### src/rtl/jtbubl_objdraw_pkg.sv
// Shared graphics constants, FSM state encoding and pixel unpack helper for the
// object-row drawer.
//   ROM_DW / BPP / TILE_W : ROM word width, bits per pixel, pixels per tile row
//   objdraw_state_e       : drawer FSM states
//   jtbubl_unpack()       : raw 4-bit pixel k of a 32-bit tile row, with h-flip
package jtbubl_objdraw_pkg;

    localparam int unsigned ROM_DW = 32;
    localparam int unsigned BPP    = 4;
    localparam int unsigned TILE_W = 8;

    typedef enum logic [1:0] {
        StIdle  = 2'd0,
        StFetch = 2'd1,
        StDraw  = 2'd2
    } objdraw_state_e;

    // Plane p is the byte {rom_data[16+4p +: 4], rom_data[4p +: 4]}; pixel k is bit k
    // of every plane. With hflip the pixel order is mirrored (7-k == ~k on 3 bits).
    function automatic logic [BPP-1:0] jtbubl_unpack(input logic [ROM_DW-1:0] rom_data,
                                                     input logic              hflip,
                                                     input logic [2:0]        k);
        logic [2:0]       kk;
        logic [7:0]       plane;
        logic [BPP-1:0]   pix;
        kk  = hflip ? ~k : k;
        pix = '0;
        for (int p = 0; p < int'(BPP); p++) begin
            plane  = {rom_data[16+4*p +: 4], rom_data[4*p +: 4]};
            pix[p] = plane[kk];
        end
        return pix;
    endfunction

endpackage

### src/rtl/jtbubl_objdraw_shift.sv
// Plane shift register for one tile row.
//   clk, rst_n : clock, synchronous active-low reset
//   load       : capture din (pixel order already resolved using dir)
//   shift      : advance to the next pixel
//   dir        : horizontal flip of the row being loaded
//   din        : 32-bit ROM tile row
//   pixel      : raw 4-bit pixel currently at the head of the register
//   cnt        : index of the current pixel, 0..7
module jtbubl_objdraw_shift
    import jtbubl_objdraw_pkg::*;
(
    input  logic              clk,
    input  logic              rst_n,
    input  logic              load,
    input  logic              shift,
    input  logic              dir,
    input  logic [ROM_DW-1:0] din,
    output logic [BPP-1:0]    pixel,
    output logic [2:0]        cnt
);

    // Four 8-bit planes; the pixel to emit sits in bit 0 of every plane.
    logic [ROM_DW-1:0] sr_q, sr_d;
    logic [ROM_DW-1:0] loaded;
    logic [BPP-1:0]    px;
    logic [2:0]        cnt_q, cnt_d;

    // Reorder into emission order once at load so the shift is always rightward.
    always_comb begin
        loaded = '0;
        px     = '0;
        for (int k = 0; k < int'(TILE_W); k++) begin
            px = jtbubl_unpack(din, dir, 3'(k));
            for (int p = 0; p < int'(BPP); p++) begin
                loaded[p*TILE_W + k] = px[p];
            end
        end
    end

    always_comb begin
        sr_d  = sr_q;
        cnt_d = cnt_q;
        if (load) begin
            sr_d  = loaded;
            cnt_d = '0;
        end else if (shift) begin
            for (int p = 0; p < int'(BPP); p++) begin
                sr_d[p*TILE_W +: TILE_W] = {1'b0, sr_q[p*TILE_W+1 +: TILE_W-1]};
            end
            cnt_d = cnt_q + 3'd1;
        end
    end

    always_ff @(posedge clk) begin
        if (!rst_n) begin
            sr_q  <= '0;
            cnt_q <= '0;
        end else begin
            sr_q  <= sr_d;
            cnt_q <= cnt_d;
        end
    end

    always_comb begin
        pixel = '0;
        for (int p = 0; p < int'(BPP); p++) begin
            pixel[p] = sr_q[p*TILE_W];
        end
    end

    assign cnt = cnt_q;

endmodule

### src/rtl/jtbubl_objdraw.sv
// Object-row drawer: takes one strip request, fetches one 32-bit 4bpp row per
// tile over the rom_cs/rom_ok handshake and writes 8 pixels per tile into the
// object line buffer.
//   clk, rst_n            : clock, synchronous active-low reset
//   flush                 : abort current strip, return to idle
//   draw_req / draw_busy  : request (level) / busy from acceptance to completion
//   tile_*                : strip description, latched on acceptance
//   rom_addr/cs/ok/data   : SDRAM tile-row fetch
//   buf_addr/data/we      : line buffer write port
module jtbubl_objdraw
    import jtbubl_objdraw_pkg::*;
#(
    parameter int unsigned    CW      = 14,
    parameter int unsigned    PW      = 4,
    parameter int unsigned    AW      = 9,
    parameter int unsigned    VW      = 3,
    parameter int unsigned    NW      = 2,
    parameter bit             INVERT  = 1'b1,
    parameter bit             TRSP_EN = 1'b1,
    parameter logic [BPP-1:0] TRSP    = 4'hf
) (
    input  logic              clk,
    input  logic              rst_n,
    input  logic              flush,
    input  logic              draw_req,
    output logic              draw_busy,
    input  logic [CW-1:0]     tile_code,
    input  logic [NW-1:0]     tile_n,
    input  logic [PW-1:0]     tile_pal,
    input  logic              tile_hflip,
    input  logic              tile_vflip,
    input  logic [VW-1:0]     tile_row,
    input  logic [AW-1:0]     tile_x,
    output logic [CW+VW:0]    rom_addr,
    output logic              rom_cs,
    input  logic              rom_ok,
    input  logic [ROM_DW-1:0] rom_data,
    output logic [AW-1:0]     buf_addr,
    output logic [PW+3:0]     buf_data,
    output logic              buf_we
);

    objdraw_state_e state_q, state_d;
    logic [CW-1:0]  code_q, code_d;
    logic [NW-1:0]  left_q, left_d;   // tiles still to fetch after the current one
    logic [PW-1:0]  pal_q, pal_d;
    logic           hflip_q, hflip_d;
    logic           vflip_q, vflip_d;
    logic [VW-1:0]  row_q, row_d;
    logic [AW-1:0]  addr_q, addr_d;
    logic           first_q, first_d; // first FETCH cycle: rom_ok may be stale

    logic           sh_load, sh_shift;
    logic [BPP-1:0] pix_raw, colour;
    logic [2:0]     pix_cnt;
    logic           drawing;

    jtbubl_objdraw_shift u_shift (
        .clk   (clk),
        .rst_n (rst_n),
        .load  (sh_load),
        .shift (sh_shift),
        .dir   (hflip_q),
        .din   (rom_data),
        .pixel (pix_raw),
        .cnt   (pix_cnt)
    );

    always_comb begin
        state_d  = state_q;
        code_d   = code_q;
        left_d   = left_q;
        pal_d    = pal_q;
        hflip_d  = hflip_q;
        vflip_d  = vflip_q;
        row_d    = row_q;
        addr_d   = addr_q;
        first_d  = first_q;
        sh_load  = 1'b0;
        sh_shift = 1'b0;
        unique case (state_q)
            StIdle: begin
                if (draw_req && !flush) begin
                    // h-flipped strips start from the last tile and step down
                    code_d  = tile_hflip ? tile_code + CW'(tile_n) : tile_code;
                    left_d  = tile_n;
                    pal_d   = tile_pal;
                    hflip_d = tile_hflip;
                    vflip_d = tile_vflip;
                    row_d   = tile_row;
                    addr_d  = tile_x;
                    first_d = 1'b1;
                    state_d = StFetch;
                end
            end
            StFetch: begin
                first_d = 1'b0;
                if (!first_q && rom_ok) begin
                    sh_load = 1'b1;
                    state_d = StDraw;
                end
            end
            StDraw: begin
                sh_shift = 1'b1;
                addr_d   = addr_q + AW'(1);
                if (pix_cnt == 3'd7) begin
                    if (left_q != '0) begin
                        left_d  = left_q - NW'(1);
                        code_d  = hflip_q ? code_q - CW'(1) : code_q + CW'(1);
                        first_d = 1'b1;
                        state_d = StFetch;
                    end else begin
                        state_d = StIdle;
                    end
                end
            end
            default: state_d = StIdle;
        endcase
        if (flush) begin
            state_d = StIdle;
        end
    end

    always_ff @(posedge clk) begin
        if (!rst_n) begin
            state_q <= StIdle;
            code_q  <= '0;
            left_q  <= '0;
            pal_q   <= '0;
            hflip_q <= 1'b0;
            vflip_q <= 1'b0;
            row_q   <= '0;
            addr_q  <= '0;
            first_q <= 1'b0;
        end else begin
            state_q <= state_d;
            code_q  <= code_d;
            left_q  <= left_d;
            pal_q   <= pal_d;
            hflip_q <= hflip_d;
            vflip_q <= vflip_d;
            row_q   <= row_d;
            addr_q  <= addr_d;
            first_q <= first_d;
        end
    end

    always_comb begin
        drawing   = (state_q == StDraw);
        colour    = INVERT ? ~pix_raw : pix_raw;
        draw_busy = (state_q != StIdle);
        rom_cs    = (state_q == StFetch);
        rom_addr  = {code_q, row_q ^ {VW{vflip_q}}, 1'b0};
        buf_addr  = addr_q;
        // address still advances on transparent pixels, only the strobe is dropped
        buf_we    = drawing && !(TRSP_EN && (colour == TRSP));
        buf_data  = drawing ? {pal_q, colour} : '0;
    end

endmodule

### config.mk
export PLATFORM = sky130hd
export DESIGN_NAME = jtbubl_objdraw
export DESIGN_NICKNAME = d
export VERILOG_FILES = /design/src/rtl/jtbubl_objdraw_pkg.sv /design/src/rtl/jtbubl_objdraw_shift.sv /design/src/rtl/jtbubl_objdraw.sv
export SDC_FILE = /design/constraint.sdc
export NUM_CORES = 1
export LEC_CHECK = 0
export ABC_AREA = 1
export BUFFER_PORTS_ARGS = -buffer_cell sky130_fd_sc_hd__buf_2
export CAP_MARGIN = 20
export CORE_UTILIZATION = 40
export CTS_BUF_LIST = sky130_fd_sc_hd__clkbuf_2
export CTS_CLUSTER_DIAMETER = 30
export DETAILED_ROUTE_END_ITERATION = 12
export PLACE_DENSITY_LB_ADDON = 0.1
export RECOVER_POWER = 100
export SLEW_MARGIN = 20
export SYNTH_ARGS = -nofsm -noshare
export SYNTH_HDL_FRONTEND = slang
export SYNTH_SLANG_ARGS = --single-unit
### constraint.sdc
create_clock -name clk -period 2.4 [get_ports clk]
set_input_delay 0.48 -clock clk [delete_from_list [all_inputs] [get_ports clk]]
set_output_delay 0.48 -clock clk [all_outputs]
set_load 0.02 [all_outputs]
==> run_results.csv, run 1 <==
group,metric,value,unit
synth,yosys-top-cells-area,"dfxtp_1 31%, nand2_1 20%, o21ai_0 6.5%, inv_1 6.2%, ha_1 4.8%",
run_status,status,"finished, final reports clean",
clocking,htree_levels,3,
die,die_x,111,µm
drt,wl_met2,5760,µm
grt,grt_max_degree,43,
clocking,worstSkewPairLatency,0.56,ns
sta,setup_tns,0,ns
synth,yosysMostFrequentCell,"nand2_1",
sta,worst_pin_slew,0.817,ns
worst_setup_path,path_class,"reg -> out",
worst_hold_path,min_from,"tile_vflip",
grt,grt_pass1_vias,4745,
worst_setup_path,critPathLaunchType,"register",
clocking,post_cts_buffers,0,
clocking,cts_hold_buffers,0,
synth,seq_area_frac_synth,30.5,%
drt,wl_met3,606,µm
final_layout,fin_cells,994,
grt,grt_first_pass_wirelength,22200,µm
worst_hold_path,hp-class,"in -> reg",
synth,synthCells,752,
synth,synthArstFlopShare,0,%
sta,post-route-period-util,91.9,%
place,place_ws,0.250,ns
synth,ys_ff_latch,72,
synth,synth_top_area_cell,"dfxtp_1",
synth,synth_top_cell_area_share,30.5,%
worst_setup_path,crit_start,"state_q[0]",
run,drv_cap,0,
drt,wl,13100,µm
worst_setup_path,path_delay_family,"buffers and inverters",
worst_setup_path,critPathCaptureType,"primary output",
synth,synth.avg_cell_area,6.28,µm²
grt,antenna_found_initial,1,
worst_setup_path,crit_path_max_fanout,17,
worst_setup_path,critPathSlowestCell,"dfxtp_1",
sta,fmax,453,MHz
synth,synth_fp_nets,843,
die,start_util,41.2,%
sta,hold_viol,0,
clocking,cts_root_buf,"clkbuf_2",
place,port-buffer-count,107,
clocking,cts_max_path_buffers,2,
clocking,cts_resized,0,
sta,slew_viol_final,0,
clocking,clk_pin_slew,0.22,ns
sta,rsz0062_at_grt,"false",
pwr,ir_drop,246,µV
synth,syn_area,4720,µm²
die,die_h,111,µm
sta,fin_crit,2.21,ns
clocking,cts_tree,"done",
worst_setup_path,cp_slowest_stage_delay,0.37,ns
worst_setup_path,reg2reg_from,"state_q[0]",
final_layout,syn2layout_area_growth,14.8,%
pwr,p_per_area,506,nW/µm²
sta,skew,0.0333,ns
sta,final.setup.worst_slack,0.194,ns
final_layout,fin_nets,938,
drt,drt_iter0_drc,263,
drt,num_vias,5045,
clocking,numCtsBuffers,9,
sta,setup_viol,0,
final_layout,nFillCells,1301,
die,pin_count,109,
worst_setup_path,path_cells,"inv_1 > nand2_1 > buf_4 > nor2_1 > clkbuf_1",
pwr,leakage,0.00249,µW
place,hpwl,9640,µm
worst_setup_path,critPathRequiredTime,1.92,ns
clocking,cts_sinks,72,
drt,top_layer,"met4",
synth,synth_edf_count,0,
drt,m1WireLength,6510,µm
grt,overflow,0,
place,placedCellCount,979,
synth,ys_warn_count,0,
drt,via_per_inst,5.08,
drt,drc,0,
drt,avgRoutedWirePerCell,13.2,µm
drt,drt_pre_antenna_iters,7,
synth,synth_ff_type,"dfxtp_1",
synth,yosys.cell_types.count,48,
die,dieArea,12200,µm²
place,place.gp.congestion,0.886,
final_layout,layout-drive-gt1-share,14.1,%
worst_setup_path,cp_data_arrival_time,1.73,ns
grt,grt_usage,22.2,%
worst_setup_path,critical_path_buf_inv_count,3,
sta,slew_headroom,45.5,%
final_layout,fin_util,47.2,%
die,core_area,11500,µm²
synth,synth_common_cells,"249 x nand2_1, 78 x inv_1, 72 x dfxtp_1",
drt,ant_nets,0,
die,rows,39,
-- placed cells by master, fill, tap and decap left out, types with 19 or more instances in the layout --
cell type	netlist	final
a21oi_1	42	43
dfxtp_1	72	72
buf_2	17	71
clkbuf_2	0	19
inv_1	78	79
nand3_1	40	40
nor2_1	58	58
nand2_1	249	251
a31oi_1	31	31
o21ai_0	61	61
clkbuf_1	14	30
-- flip-flops by register name (all words and copies together) (netlist names) --
register      flops
state_q           2
hflip_q           1
left_q            2
vflip_q           1
first_q           1
buf_addr          9
code_q           14
pal_q             4
row_q             3
u_shift.cnt       3
u_shift.sr_q     32
-- report_power, final --
part	total (µW)	switching, µW	internal, µW
Combinational	633	406	227
Clock	794	460	334
Sequential	1320	58.5	1260
-- tightest hold or removal path, cell delays in order --
cell and delay [ns]:
buf_2 0.08, o21ai_0 0.07, nor2_1 0.07
-- worst paths after layout --
check                                    to  slack, ns  cells past startpoint
worst min register to register     pal_q[0]       0.47                      2
worst max-delay path            buf_data[6]       0.19                      5
worst min-delay path                vflip_q       0.16                      3
worst max register to register   code_q[12]       0.30                     10
-- layer usage --
| layer | global-route usage, % | up-vias |
|---|---|---|
| met4 | 8.44 | 0 |
| met3 | 3.46 | 13 |
| met2 | 34.7 | 124 |
| li1 | - | 2625 |
| met1 | 30.6 | 2283 |
| met5 | 0 | - |
-- per-stage QoR --
stage          total power (µW)  hold slack [ns]  area (µm²)
5_1_grt                    2910            0.113        5420
4_1_cts                    2790            0.118        5490
2_1_floorplan              1770            0.430        4720
3_5_place_dp               1990            0.450        5370
6_report                   2740            0.157        5420
3_3_place_gp               1980            0.444        5370
-- kinds of logic after synthesis --
group,Yosys count,share of synthesized area [%]
other,1,0.0795
and+or+nand+nor,373,32.4
AOI/OAI and AO/OA,157,18.9
DFF,72,30.5
adders and majority gates,20,5.62
buffers and inverters,118,10.4
xor gates and xnor gates,11,2.04
-- final cells by class --
cell class / instances / area [µm²] / share of cell area (%)
diodes: 1 / 2.50 / 0.0462
repair buffers: 119 / 593 / 10.9
inverters: 83 / 317 / 5.84
multi-input cells: 562 / 2760 / 51.0
clock buffers: 10 / 50.0 / 0.924
well taps: 143 / 179 / 3.30
clock inverters: 4 / 71.3 / 1.32
flip-flops and latches: 72 / 1440 / 26.6
Power figures use the tool's default switching activity.
==> run 2: changes to the inputs <==
Settings changed: ABC_AREA 1 to default.
==> run 2 against run 1 <==
The flow now finishes with violations (design-rule violations). Total power is 7.3% lower. Combinational power is 27% lower. First-iteration DRC count is 16% lower. Utilization rose by 0.54 points. Count of clock-buffer cells in the layout fell by 1. Sequential share of layout area is 1.5 points higher.
==> run_results.csv, run 2 <==
group,metric,value,unit
run_status,status,"finished, violations left",
run_status,violations,"design-rule violations",
synth,seq_area_frac_synth,32.5,%
pwr,leakage,0.00207,µW
final_layout,fin_nets,722,
synth,yosys.cell_types.count,66,
final_layout,largest-register,"u_shift.sr_q",
drt,avgRoutedWirePerCell,15.2,µm
synth,synth.avg_cell_area,8.25,µm²
synth,syn_area,4430,µm²
die,rows,38,
grt,grt_usage,21.1,%
sta,slew_viol_final,0,
die,pin_count,109,
worst_setup_path,cp_data_arrival_time,2.73,ns
clocking,worstSkewPairLatency,0.54,ns
worst_setup_path,critPathLaunchType,"register",
clocking,cts_max_path_buffers,2,
die,core_area,10800,µm²
synth,synth_ff_type,"dfxtp_1",
grt,grt_max_degree,39,
die,die_h,107,µm
grt,overflow,0,
synth,yosys-top-cells-area,"dfxtp_1 33%, mux2i_1 7.5%, nor2_1 6.4%, a221oi_1 5.9%, ha_1 5.1%",
drt,num_vias,4259,
die,start_util,41.0,%
clocking,clk_pin_slew,0.23,ns
worst_setup_path,critPathCaptureType,"register",
sta,final.setup.worst_slack,0.160,ns
synth,synth_common_cells,"76 x nor2_1, 72 x dfxtp_1, 44 x nand2_1",
grt,grt_first_pass_wirelength,19000,µm
drt,drt_iter0_drc,222,
sta,hold_viol,0,
pwr,p_comb_share,18.3,%
clocking,post_cts_buffers,0,
clocking,cts_tree,"done",
sta,setup_tns,0,ns
drt,wl,11800,µm
clocking,cts_sinks,72,
pwr,p_clk_share,31.4,%
run,drv_cap,0,
pwr,sw_frac_of_total,30.5,%
clocking,cts_root_buf,"clkbuf_2",
pwr,p_int,1770,µW
synth,synth_top_cell_area_share,32.5,%
drt,ant_nets,0,
sta,post-route-period-util,93.3,%
synth,ys_warn_count,0,
sta,setup_viol,0,
grt,grt_pass1_vias,3905,
worst_setup_path,reg2reg_to,"code_q[10]",
sta,fmax,446,MHz
place,port-buffer-count,107,
synth,synth_top_area_cell,"dfxtp_1",
worst_setup_path,critPathRequiredTime,2.89,ns
final_layout,layout-drive-gt1-share,18.9,%
place,place.gp.congestion,0.917,
worst_setup_path,r2r.worst_path.cells,7,
place,place_area,5070,µm²
sta,rsz0062_at_grt,"false",
synth,yosysMostFrequentCell,"nor2_1",
grt,antenna_found_initial,0,
sta,skew,0.0298,ns
final_layout,design_area,5160,µm²
place,hpwl,8380,µm
worst_setup_path,crit_end,"code_q[10]",
drt,via_per_inst,5.48,
final_layout,layout.cells.most_common_list,"76 x nor2_1, 72 x buf_2, 69 x dfxtp_1, 44 x nand2_1, 34 x a21oi_1",
worst_setup_path,crit_path_max_fanout,16,
pwr,p_per_area,493,nW/µm²
final_layout,syn2layout_area_growth,16.4,%
synth,synthCells,537,
die,die_x,107,µm
drt,drt_pre_antenna_iters,8,
final_layout,nFillCells,1098,
pwr,seqPwrFrac,50.4,%
place,place_ws,0.121,ns
final_layout,largest_reg_flops,32,
die,dieArea,11500,µm²
sta,slew_headroom,32.9,%
synth,synthArstFlopShare,0,%
sta,fin_crit,2.24,ns
worst_hold_path,hp-class,"in -> reg",
final_layout,final_common_cell,"nor2_1",
worst_setup_path,reg2reg_from,"hflip_q",
synth,synth_edf_count,0,
clocking,cts_resized,0,
clocking,numCtsBuffers,9,
synth,synth_fp_nets,628,
pwr,p_switching,775,µW
drt,drc,2,
pwr,ir_drop,235,µV
clocking,cts_hold_buffers,0,
clocking,htree_levels,3,
synth,ys_ff_latch,72,
worst_setup_path,path_class,"reg -> reg",
worst_setup_path,crit_start,"hflip_q",
worst_setup_path,rrSetupSlack,0.16,ns
sta,worst_pin_slew,1.01,ns
==> run 2: changes by cell type after synthesis, moves of 15 or more <==
cell	before	now
inv_1	78	10
nand2_1	249	44
o21ai_0	61	21
a31oi_1	31	5
nor2_1	58	76
a221oi_1	1	30
nand3_1	40	19
nor2b_1	0	15
mux2i_1	0	33
==> run 2: worst min-delay path by stage <==
| stage | from | slack, ns | cells past startpoint | endpoint |
|---|---|---|---|---|
| global route | flush | 0.10 | 2 | state_q[0] |
| global placement | pal_q[2] | 0.44 | 2 | pal_q[2] |
| detailed placement | pal_q[2] | 0.44 | 2 | pal_q[2] |
| CTS | tile_pal[1] | 0.12 | 3 | pal_q[1] |
| finish | tile_pal[2] | 0.14 | 3 | pal_q[2] |
| floorplan | pal_q[0] | 0.43 | 2 | pal_q[0] |
==> run 2: critical path, cell delays in order (launching register included) <==
cell	delay, ns
dfxtp_4	0.47
fa_1	0.44
a211oi_2	0.26
nor2_1	0.10
a41oi_2	0.32
o21ai_1	0.12
mux2_1	0.33
a21oi_1	0.15
==> run 2: final cells by class <==
| cell class | instances | area [µm²] | area share [%] |
|---|---|---|---|
| flip-flops and latches | 72 | 1450 | 28.1 |
| clock buffers | 9 | 45.0 | 0.873 |
| clock inverters | 7 | 86.3 | 1.67 |
| well taps | 140 | 175 | 3.40 |
| diodes | 1 | 2.50 | 0.0485 |
| multi-input cells | 418 | 2780 | 53.8 |
| inverters | 11 | 41.3 | 0.801 |
| repair buffers | 119 | 584 | 11.3 |
==> run 2: kinds of logic after synthesis <==
logic type	synth area share, %
AO/OA/AOI/OAI	21.8
XOR/XNOR	4.94
adder cells (fa/ha/maj)	5.99
buffers and inverters	4.83
flip-flops	32.5
multiplexers	7.97
other	0.0847
AND/OR/NAND/NOR	21.9
==> run 2: power by group through the flow <==
stage	registers (µW)	clock network (µW)	logic (µW)
finish	1280	798	464
floorplan	1320	0	283
detailed placement	1300	0	474
global route	1290	876	514
global placement	1300	0	466
CTS	1280	820	477
==> run 2: metrics by stage <==
stage / instances / utilization (%) / total power, µW / hold slack, ns
after detailed placement: 760 / 46.9 / 1780 / 0.445
after global routing: 776 / 47.8 / 2680 / 0.103
after CTS: 776 / 48.2 / 2580 / 0.117
final: 777 / 47.8 / 2540 / 0.144
after global placement: 760 / 46.9 / 1770 / 0.439
after floorplan: 537 / - / 1600 / 0.432
==> run 2: layer usage <==
| metal | wire (µm) | vias to the layer above | global-route usage [%] | part of all wire [%] |
|---|---|---|---|---|
| met1 | 5730 | 2019 | 28.6 | 48 |
| met2 | 5460 | 98 | 33.7 | 46 |
| met3 | 562 | 5 | 4.80 | 4.8 |
| met4 | 80 | 0 | 5.19 | 0.68 |
| met5 | 0 | - | 0 | 0 |
| li1 | - | 2137 | - | - |
==> run 3: changes to the inputs <==
Settings changed: CORE_UTILIZATION 40 to 50.
==> run 3 against run 2 <==
The run now ends clean. Utilization increased by 13 points. Sequential cell count unchanged. Clock power decreased by 1%. Largest cell class unchanged. Sequential power about the same. Cell count decreased by 4.8%. Fmax decreased by 0.31%.
==> run_results.csv, run 3 (synthesized netlist as in run 2, its figures left out) <==
group,metric,value,unit
die,start_util,52.8,%
final_layout,largest_reg_flops,32,
worst_setup_path,critPathSlowestCell,"dfxtp_2",
drt,avgRoutedWirePerCell,14.9,µm
clocking,cts_hold_buffers,0,
sta,fmax,445,MHz
worst_setup_path,crit_end,"code_q[10]",
die,die_h,96.1,µm
run,drv_cap,0,
worst_setup_path,path_delay_family,"compound AO/OA/AOI/OAI gates",
final_layout,layout-drive-gt1-share,18.6,%
drt,drc,0,
worst_setup_path,reg2reg_to,"code_q[10]",
final_layout,final_common_cell,"nor2_1",
grt,overflow,0,
sta,final.setup.worst_slack,0.153,ns
sta,skew,0.0244,ns
final_layout,regArea,1440,µm²
worst_setup_path,crit_start,"hflip_q",
pwr,ir_drop,268,µV
pwr,seqPwrFrac,50.6,%
worst_hold_path,hp-class,"in -> reg",
drt,drt_iter0_drc,177,
sta,setup_viol,0,
sta,fin_crit,2.25,ns
die,die_x,96.1,µm
drt,via_per_inst,5.78,
place,placedCellCount,726,
grt,grt_pass1_vias,3674,
clocking,cts_max_path_buffers,2,
place,place_ws,0.209,ns
run_status,status,"finished, final reports clean",
grt,grt_first_pass_wirelength,17300,µm
sta,setup_tns,0,ns
pwr,leakage,0.00206,µW
final_layout,layout.cells.most_common_list,"76 x nor2_1, 72 x buf_2, 70 x dfxtp_1, 45 x nand2_1, 34 x a21oi_1",
worst_setup_path,cp_data_arrival_time,2.70,ns
final_layout,fin_nets,723,
worst_setup_path,critPathLaunchType,"register",
clocking,cts_root_buf,"clkbuf_2",
place,port-buffer-count,107,
clocking,post_cts_buffers,0,
worst_setup_path,critPathCaptureType,"register",
grt,grt_max_degree,39,
clocking,htree_levels,3,
die,rows,33,
drt,wl,11000,µm
final_layout,largest-register,"u_shift.sr_q",
grt,grt_usage,24.1,%
sta,slew_headroom,34.2,%
drt,ant_nets,0,
worst_setup_path,critical_path_buf_inv_count,0,
clocking,worstSkewPairLatency,0.50,ns
final_layout,n_antenna_cell,0,
pwr,sw_frac_of_total,30.1,%
sta,post-route-period-util,93.6,%
place,place.gp.congestion,0.927,
place,hpwl,8080,µm
die,core_area,8380,µm²
pwr,p_per_area,494,nW/µm²
grt,antenna_found_initial,0,
sta,whs,0.193,ns
sta,rsz0062_at_grt,"false",
final_layout,design_area,5120,µm²
sta,slew_viol_final,0,
pwr,p_int,1770,µW
final_layout,syn2layout_area_growth,15.6,%
sta,hold_viol,0,
clocking,cts_sinks,72,
drt,drt_pre_antenna_iters,5,
die,pin_count,109,
sta,worst_pin_slew,0.986,ns
worst_setup_path,rrSetupSlack,0.15,ns
final_layout,multiInputGateArea,2780,µm²
final_layout,nFillCells,796,
worst_setup_path,path_class,"reg -> reg",
worst_setup_path,path_cells,"fa_1 > a211oi_2 > nor2_1 > a41oi_2 > o21ai_1 > mux2_1 > a21oi_1",
die,dieArea,9240,µm²
clocking,cts_tree,"done",
pwr,p_comb_share,18.3,%
worst_setup_path,cp.depth,7,
place,place_area,5040,µm²
worst_setup_path,cp_slowest_stage_delay,0.45,ns
worst_setup_path,critPathRequiredTime,2.85,ns
worst_setup_path,r2r.worst_path.cells,7,
worst_setup_path,reg2reg_from,"hflip_q",
worst_setup_path,crit_path_max_fanout,11,
final_layout,fin_cells,740,
pwr,p_clk_share,31.1,%
drt,num_vias,4275,
clocking,clk_pin_slew,0.21,ns
clocking,numCtsBuffers,9,
pwr,p_switching,760,µW
[run 3: cell count changes in the layout (fill, tap and decap cells not counted), sizes merged]
cell      before  now
clkinv         6    2
clkbuf        46   49
buf           82   80
clkinvlp       0    2
diode          1    0
[run 3: worst register-to-register path: stages, from the launching register on]
cell      delay (ns)
dfxtp_2         0.45
fa_1            0.45
a211oi_2        0.28
nor2_1          0.11
a41oi_2         0.33
o21ai_1         0.14
mux2_1          0.31
a21oi_1         0.14
[run 3: how the worst min path moves through the flow]
stage                startpoint  endpoint  slack [ns]  cells after the start
finish              tile_row[0]  row_q[0]        0.19                      3
global route        tile_pal[2]  pal_q[2]        0.15                      3
CTS                 tile_row[0]  row_q[0]        0.15                      3
detailed placement     pal_q[0]  pal_q[0]        0.44                      2
global placement       pal_q[2]  pal_q[2]        0.44                      2
floorplan              pal_q[0]  pal_q[0]        0.43                      2
[run 3: per-stage QoR]
stage	utilization, %	power (µW)
after floorplan	-	1600
after global placement	60.2	1760
after detailed placement	60.2	1770
after CTS	61.7	2550
after global routing	61.1	2640
final	61.1	2530
[run 3: timing repair]
action	4_1_cts	5_1_grt
setup endpoints to repair	5	5
gates resized for setup	1	1
pin swaps	0	0
hold endpoints to repair	0	0
[run 3: cell type report]
cell class,instances,area share [%]
Timing Repair Buffer,120,11.7
Inverter,11,0.806
Clock buffer,9,0.880
Clock inverter,5,1.64
Multi-Input combinational cell,418,54.3
Sequential cell,72,28.2
Tap cell,105,2.57
[run 3: power groups by stage]
stage               Clock, µW  Combinational [µW]  Sequential (µW)
floorplan                   0                 283             1320
detailed placement          0                 468             1300
global route              850                 509             1290
finish                    787                 462             1280
CTS                       800                 470             1280
global placement            0                 460             1300
[run 3: metal layers]
metal | routed length [µm] | vias up | track usage [%]
li1 | - | 2129 | -
met4 | 130 | 0 | 7.96
met2 | 5050 | 119 | 37.4
met3 | 602 | 17 | 4.03
met5 | 0 | - | 0
met1 | 5230 | 2010 | 33.6
